--- src/rtl/bcd_seq_pkg.sv ---
// Shared definitions for the sequential binary-to-BCD converter.
//   state_e     : converter FSM states
//   DIGIT_W     : width of one BCD digit
//   BCD_W       : width of the hundreds/tens/units BCD shift register
//   ADD3_THRESH : digit value at and above which 3 is added before a shift
package bcd_seq_pkg;

  typedef enum logic [1:0] {
    IDLE  = 2'd0,
    SHIFT = 2'd1,
    DONE  = 2'd2
  } state_e;

  localparam int unsigned DIGIT_W     = 4;
  localparam int unsigned BCD_W       = 12;
  localparam int unsigned ADD3_THRESH = 5;

endpackage

--- src/rtl/bcd_add3.sv ---
// Double-dabble digit correction: a BCD digit of 5 or more gets 3 added so
// that the following left shift carries correctly into the next digit.
//   d_i : BCD digit before correction (0..9)
//   d_o : corrected digit (never wraps, since d_i <= 9)
module bcd_add3
  import bcd_seq_pkg::*;
(
  input  logic [DIGIT_W-1:0] d_i,
  output logic [DIGIT_W-1:0] d_o
);

  always_comb begin
    d_o = d_i;
    if (d_i >= DIGIT_W'(ADD3_THRESH)) begin
      d_o = d_i + DIGIT_W'(3);
    end
  end

endmodule

--- src/rtl/bcd_seq_converter.sv ---
// Sequential shift-and-add-3 binary-to-BCD converter with valid/ready
// handshakes on both sides. One operand is converted in WIDTH shift cycles;
// the result is presented as hundreds (1 bit), tens and units (4 bits each).
//   clk       : rising-edge clock
//   rst       : synchronous reset, active-high
//   in_valid  : producer presents operand a
//   in_ready  : converter idle and able to accept
//   a         : binary operand, sampled only on accept
//   out_valid : h/t/u hold a fresh result
//   out_ready : consumer takes the result
//   h, t, u   : hundreds, tens, units digits (registered, held until next result)
//   busy      : conversion in progress
module bcd_seq_converter
  import bcd_seq_pkg::*;
#(
  parameter int unsigned WIDTH = 7,
  parameter int unsigned CNT_W = 3
) (
  input  logic             clk,
  input  logic             rst,
  input  logic             in_valid,
  output logic             in_ready,
  input  logic [WIDTH-1:0] a,
  output logic             out_valid,
  input  logic             out_ready,
  output logic             h,
  output logic [3:0]       t,
  output logic [3:0]       u,
  output logic             busy
);

  state_e               state_q, state_d;
  logic [CNT_W-1:0]     cnt_q, cnt_d;
  logic [WIDTH-1:0]     bin_q, bin_d;
  logic [BCD_W-1:0]     bcd_q, bcd_d;
  logic                 h_q, h_d;
  logic [DIGIT_W-1:0]   t_q, t_d;
  logic [DIGIT_W-1:0]   u_q, u_d;

  logic [DIGIT_W-1:0]   units_adj, tens_adj;
  logic [BCD_W-1:0]     bcd_adj;
  logic [BCD_W+WIDTH-1:0] shift_all;
  logic [BCD_W-1:0]     bcd_shift;
  logic [WIDTH-1:0]     bin_shift;

  bcd_add3 u_add3_units (
    .d_i (bcd_q[DIGIT_W-1:0]),
    .d_o (units_adj)
  );

  bcd_add3 u_add3_tens (
    .d_i (bcd_q[2*DIGIT_W-1:DIGIT_W]),
    .d_o (tens_adj)
  );

  // Hundreds never reaches 5 for WIDTH <= 7, so it passes through uncorrected.
  assign bcd_adj   = {bcd_q[BCD_W-1:2*DIGIT_W], tens_adj, units_adj};
  assign shift_all = {bcd_adj, bin_q} << 1;
  assign bcd_shift = shift_all[BCD_W+WIDTH-1:WIDTH];
  assign bin_shift = shift_all[WIDTH-1:0];

  always_comb begin
    state_d = state_q;
    cnt_d   = cnt_q;
    bin_d   = bin_q;
    bcd_d   = bcd_q;
    h_d     = h_q;
    t_d     = t_q;
    u_d     = u_q;
    unique case (state_q)
      IDLE: begin
        if (in_valid) begin
          bin_d   = a;
          bcd_d   = '0;
          cnt_d   = '0;
          state_d = SHIFT;
        end
      end
      SHIFT: begin
        bcd_d = bcd_shift;
        bin_d = bin_shift;
        cnt_d = cnt_q + CNT_W'(1);
        // Capture the digits straight from the final shift so they are
        // already stable on the first DONE cycle.
        if (cnt_q == CNT_W'(WIDTH - 1)) begin
          state_d = DONE;
          h_d     = bcd_shift[2*DIGIT_W];
          t_d     = bcd_shift[2*DIGIT_W-1:DIGIT_W];
          u_d     = bcd_shift[DIGIT_W-1:0];
        end
      end
      DONE: begin
        if (out_ready) begin
          state_d = IDLE;
        end
      end
      default: state_d = IDLE;
    endcase
  end

  always_ff @(posedge clk) begin
    if (rst) begin
      state_q <= IDLE;
      cnt_q   <= '0;
      bin_q   <= '0;
      bcd_q   <= '0;
      h_q     <= 1'b0;
      t_q     <= '0;
      u_q     <= '0;
    end else begin
      state_q <= state_d;
      cnt_q   <= cnt_d;
      bin_q   <= bin_d;
      bcd_q   <= bcd_d;
      h_q     <= h_d;
      t_q     <= t_d;
      u_q     <= u_d;
    end
  end

  assign in_ready  = (state_q == IDLE);
  assign busy      = (state_q == SHIFT);
  assign out_valid = (state_q == DONE);
  assign h         = h_q;
  assign t         = t_q;
  assign u         = u_q;

endmodule

--- config.mk ---
export PLATFORM = sky130hd
export DESIGN_NAME = bcd_seq_converter
export DESIGN_NICKNAME = d
export VERILOG_FILES = /design/src/rtl/bcd_seq_pkg.sv /design/src/rtl/bcd_add3.sv /design/src/rtl/bcd_seq_converter.sv
export SDC_FILE = /design/constraint.sdc
export NUM_CORES = 1
export LEC_CHECK = 0
export CAP_MARGIN = 40
export CORE_MARGIN = 4
export CORE_UTILIZATION = 40
export DETAILED_ROUTE_END_ITERATION = 8
export PLACE_DENSITY = 0.72
export SYNTH_ARGS = -nofsm -noshare
export SYNTH_HDL_FRONTEND = slang
export SYNTH_SLANG_ARGS = --single-unit
export TNS_END_PERCENT = 30
--- constraint.sdc ---
create_clock -name clk -period 1.5 [get_ports clk]
set_input_delay 0.3 -clock clk [delete_from_list [all_inputs] [get_ports clk]]
set_output_delay 0.3 -clock clk [all_outputs]
set_load 0.01 [all_outputs]
Yosys cells after proc, flatten, opt, wreduce, memory -nomap -nowiden:

Index checks and enable logic that the tools add are counted.

* flip-flop bits (word level): 29
* output and inout bits: 12
* logic and storage cells: 35

* add/sub/neg operators: 3
* magnitude comparators: 2
* eq/ne operators: 6
* muxes and demuxes: 12
* reductions and logical operators: 5

Operators with widths (count)
* one-hot mux 8 bit (2 select lines): 1
* one-hot mux 7 bit (2 select lines): 1
* adder 4 x 2 -> 4 bit, second input constant: 2
* greater-or-equal comparator 4 x 3 -> 1 bit, second input constant: 2
* two-way mux 4 bit: 2
* two-way mux 8 bit: 1
* two-way mux 7 bit: 1
* two-way mux 2 bit: 3
* one-hot mux 2 bit (3 select lines): 1
* one-hot mux 3 bit (2 select lines): 1
* inequality test 2 x 1 -> 1 bit, second input constant: 2
* AND reduction 2 bit: 2
* adder 3 x 1 -> 3 bit, second input constant: 1
* equality test 3 bit, second input constant: 1
* two-way mux 3 bit: 1
* AND reduction 3 bit: 1
* equality test 2 x 1 -> 1 bit, second input constant: 1
* equality test 2 bit, second input constant: 1
* logical NOT 2 bit: 1
* inequality test 2 bit, second input constant: 1
* nonzero test 2 bit: 1

Logic depth before layout (Yosys ltp):

* depth after elaboration: 3
* depth in mapped cells: 7
* gate-level depth less buffers: 6

Modules after synthesis:

From an unflattened synthesis, not the netlist that was laid out.

* cells, all modules: 169
* area total of the unflattened synthesis: 1398.8 um^2

Modules (own cells, without submodules)
* bcd_seq_converter: times used 1, cells an instance 137, area an instance 1196.1 um^2
* bcd_add3: times used 2, cells an instance 16, area an instance 101.3 um^2

Least setup slack after synthesis:

OpenSTA, ideal clock, no wires.

* kind: flip-flop to flip-flop
* from: reg bcd_q[0]
* to: reg u_q[2], in the netlist u[2]
* setup time: 0.084 ns
* data arrival time: 1.408 ns
* data required time: 1.416 ns
* slack: 0.007 ns
* stages on the path, launching flop included: 7
* path through: dfxtp_1 -> inv_1 -> ha_1 -> nand2b_1 -> a21oi_1 -> mux2_2 -> o31ai_2

* word-level cells in the longest chain between the ends: 2
* elaborated cells between the ends (all ways): 3
* classes of those cells: add/sub: 1; order compare: 1; mux: 1

RTL lines
* start: declaration: RTL line bcd_seq_converter.sv:35 `logic [BCD_W-1:0] bcd_q, bcd_d;`
* start signal: assignment: RTL line bcd_seq_converter.sv:106 `bcd_q <= '0;`
* start signal: assignment: RTL line bcd_seq_converter.sv:114 `bcd_q <= bcd_d;`
* adder 4 x 2 -> 4 bit / greater-or-equal comparator 4 x 3 -> 1 bit (equally long branches): RTL line bcd_add3.sv:15, bcd_add3.sv:14
* two-way mux 4 bit (*): RTL line bcd_add3.sv:14 `if (d_i >= DIGIT_W'(ADD3_THRESH)) begin`
* end signal: assignment: RTL line bcd_seq_converter.sv:117 `u_q <= u_d;`
* end: declaration: RTL line bcd_seq_converter.sv:38 `logic [DIGIT_W-1:0] u_q, u_d;`

Mark *: on every way between the ends. The rest lies on a longest branch, timed or not.
A chain may end at the register's enable or synchronous reset.

Worst setup path in the final report:

* from: reg state_q[0]
* to: out in_ready

* word-level cells in the longest chain between the ends: 1

RTL lines
* start: declaration: RTL line bcd_seq_converter.sv:32 `state_e state_q, state_d;`
* start signal: assignment: RTL line bcd_seq_converter.sv:111 `state_q <= state_d;`
* logical NOT 2 bit: RTL line bcd_seq_converter.sv:121 `assign in_ready = (state_q == IDLE);`
* end: declaration: RTL line bcd_seq_converter.sv:22 `output logic in_ready,`

Every way passes these cells.

==> results.tsv <==
stage	metric	value	unit
run_status	run status	finished clean	
synthesis	portion of the post-synthesis area used by sequential elements	40.3	%
timing	headroom to the max-slew limit	79.9	%
synthesis	share of synthesized area spent on multiplexers	2.34	%
min_path	worst min-delay path endpoint	u[0]	
clock_network	clock-pin transition on the worst setup and hold timing paths	80	ps
timing	Period minus WS final	1480	ps
global_route	maximum number of pins on one net before global-route repair	13	
die	full die area	4630	µm²
worst_setup_path	depth of the worst register-to-register path	6	
synthesis	area share of xor/xnor cells in the synthesized design	1.22	%
layout	Filler Cell Count	306	
synthesis	simple-gate share of the synthesized area	24.8	%
clock_network	root cell of the clock tree	clkbuf_4	
timing	worst clock skew on the final layout	1.76	ps
synthesis	number of nets produced by synthesis	178	
route	routed wire length	3420	µm
global_route	vias in the first global route	1217	
layout	Antenna diodes	0	
layout	layout cells sized above 1	28.6	%
global_route	global router's overall resource usage	16.3	%
worst_setup_path	worst-path maximum fanout	7	
timing	Max Freq	0.674	GHz
global_route	global-route wire length before repair	5530	µm
route	post-detailed-route DRC marker count	0	
min_path	start point of the worst hold path	u[0]	
synthesis	dominant combinational cell family by area after synthesis	simple AND/OR/NAND/NOR gates	
synthesis	number of unique standard cell types used by synthesis	35	
timing	Worst Hold Slack	459	ps
place	number of I/O port buffers	22	
place	DP HPWL	2410	µm
clock_network	clock tree from TritonCTS	built	
synthesis	post-synth top area cell	dfxtp_1	
synthesis	top area cells in the synthesized netlist	dfxtp_1, nor2_1, ha_1	
worst_setup_path	Worst R2R Setup Slack	50	ps
worst_setup_path	origin of the critical flop-to-flop path	bcd_q[1]	
clock_network	clock buffer count from CTS	5	
die	Starting Density	42.2	%
die	Die Span Y	68.0	µm
layout	signed area change from the synthesized netlist to the final layout	33.9	%
clock_network	buffer depth of the longest clock path	2	
synthesis	ys flop type	dfxtp_1	
route	initial drt markers	65	
timing	RSZ-0062 raised after global routing	true	
timing	Least-Margin Pin Slew	301	ps
route	vias per std cell	5.24	
synthesis	leading cell type by number of instances after synthesis	dfxtp_1	
power	leakage power	0.796	nW
worst_setup_path	arrival time of data at the critical path endpoint	1180	ps
clock_network	total number of H-tree levels	2	
place	RD Place Congestion	0.820	
timing	final-report hold violation count	0	
global_route	gr ovfl total	0	
min_path	cell depth of the worst min-delay path	2	
flow_run	max-cap violation count	0	
route	count of vias placed by the detailed router	1305	
die	io pins	23	
synthesis	proportion of synthesized flip-flops having asynchronous set or reset	0	%
clock_network	insertion delay to the later sink of the worst-skew pair	330	ps
global_route	antenna violations before repair	0	
place	Placed Cells	240	
clock_network	post-cts hold buffer count	0	
synthesis	average footprint of a synthesized cell	8.95	µm²
synthesis	mapped cell area	1440	µm²
clock_network	number of sinks handled by clock tree synthesis	29	
power	worst vdd ir	0.000611	V
worst_setup_path	Worst setup EP type	primary output	
min_path	type of the most critical hold path	register to register	
synthesis	top-area cell type share of the netlist area	40.3	%
die	total core area	3420	µm²
timing	part of the cycle the worst path needs	98.9	%
route	DRT antenna net count	0	
synthesis	Post-Synth Adder-Cell Area	5.21	%
worst_setup_path	capture instance of the worst register-to-register path	u[2]	
layout	layout net count	220	
timing	final-report setup violation count	0	
synthesis	post-synthesis instance total	161	
synthesis	most used standard cells in the synthesized netlist	dfxtp_1, nor2_1, a21oi_1	
die	die width	68.0	µm
route	final routed wire length divided by cell count	13.7	µm
synthesis	share of the synthesized area in compound gates (AO/OA/AOI/OAI)	19.4	%
die	Core Rows	21	
synthesis	count of warnings emitted by yosys	0	
power	PwrDens	770	nW/µm²
worst_setup_path	kind of critical path	register to primary output	
worst_setup_path	startpoint type of the worst setup path	register	
timing	number of pins with negative max-slew slack in the final report	0	
synthesis	synthesis-stage register bit count	29	
layout	Layout Cells excl Fill	249	
synthesis	number of enable flip-flop cells after synthesis	0	
route	number of optimization iterations in the first detailed-route pass	4	
worst_setup_path	Critical Path RT	1200	ps
==> worst max-delay path, cell delays in order (launching register included) <==
cell,delay (ps)
dfxtp_2,380
nor2_1,180
dlygate4sd2_1,290
==> layer usage <==
| metal | vias up | global-route usage [%] | part of all wire, % |
|---|---|---|---|
| li1 | 645 | - | - |
| met1 | 621 | 19.8 | 43 |
| met2 | 30 | 25.6 | 50 |
| met3 | 9 | 5.75 | 4.4 |
| met4 | 0 | 7.69 | 2.7 |
| met5 | - | 0 | 0 |
==> sequential cells by signal, indices dropped and copies added, names as in the netlist <==
name,count
cnt_q,3
bin_q,7
bcd_q,8
t,4
state_q,2
h,1
u,4
==> per-stage QoR <==
step	setup slack (ps)	utilization, %	area [µm²]	power, mW	setup TNS [ps]
2_1_floorplan	7.40	-	1440	0.937	0
3_3_place_gp	-85.8	52.9	1810	1.01	-453
3_5_place_dp	-120	52.9	1810	1.02	-810
4_1_cts	1.32	55.1	1880	1.49	0
5_1_grt	-49.0	56.5	1930	1.56	-82.9
6_report	16.3	56.5	1930	1.49	0
==> layout make-up <==
class                           count  area (µm²)  area share, %
Inverter                            8        35.0           1.82
Clock buffer                        7        55.1           2.85
Multi-Input combinational cell    115         823           42.7
Timing Repair Buffer               44         370           19.2
Sequential cell                    29         588           30.5
Tap cell                           46        57.6           2.98
==> placed cells by master, fill, tap and decap left out, drive strengths merged <==
| cell | netlist | layout |
|---|---|---|
| nor3 | 9 | 9 |
| nor2b | 5 | 5 |
| ha | 6 | 6 |
| a311oi | 1 | 1 |
| nor3b | 6 | 6 |
| a32oi | 1 | 1 |
| nand3b | 6 | 6 |
| mux2 | 3 | 3 |
| o21ai | 6 | 6 |
| nand2b | 5 | 5 |
| nand3 | 3 | 3 |
| a22oi | 2 | 2 |
| dlygate4sd2 | 0 | 8 |
| clkbuf | 3 | 9 |
| and3 | 1 | 1 |
| clkdlybuf4s50 | 0 | 10 |
| a211oi | 7 | 7 |
| nor2 | 28 | 28 |
| dlymetal6s2s | 0 | 2 |
| inv | 8 | 8 |
| o31ai | 4 | 4 |
| a21oi | 14 | 14 |
| xnor2 | 2 | 2 |
| buf | 6 | 22 |
| or2 | 1 | 1 |
| dfxtp | 29 | 29 |
| o32ai | 3 | 3 |
| nand2 | 2 | 2 |
==> how the worst max path moves through the flow <==
stage | from | end | cells past startpoint
6_report | state_q[0] | in_ready | 2
5_1_grt | state_q[0] | in_ready | 2
4_1_cts | state_q[1] | busy | 3
3_5_place_dp | in_valid | bcd_q[3] | 5
3_3_place_gp | in_valid | bcd_q[3] | 5
2_1_floorplan | bcd_q[0] | u[2] | 6
==> cells by family after synthesis <==
kind of cell	Yosys count
muxes	3
DFF	29
xor gates and xnor gates	2
buffers and inverters	17
AOI/OAI and AO/OA	38
adders and majority gates	6
and+or+nand+nor	66
==> power breakdown <==
group | switching (mW) | total (mW) | internal [mW]
Clock | 0.256 | 0.477 | 0.221
Sequential | 0.0188 | 0.810 | 0.791
Combinational | 0.0990 | 0.199 | 0.100
==> what timing repair did <==
| item | in CTS | in global routing |
|---|---|---|
| pin swaps | 1 | 1 |
| buffers inserted | 1 | 1 |
| hold endpoints to repair | 0 | 0 |
| setup endpoints to repair | 19 | 13 |
| resized for setup | 18 | 15 |
No activity file was read; power rests on OpenSTA's default activity.
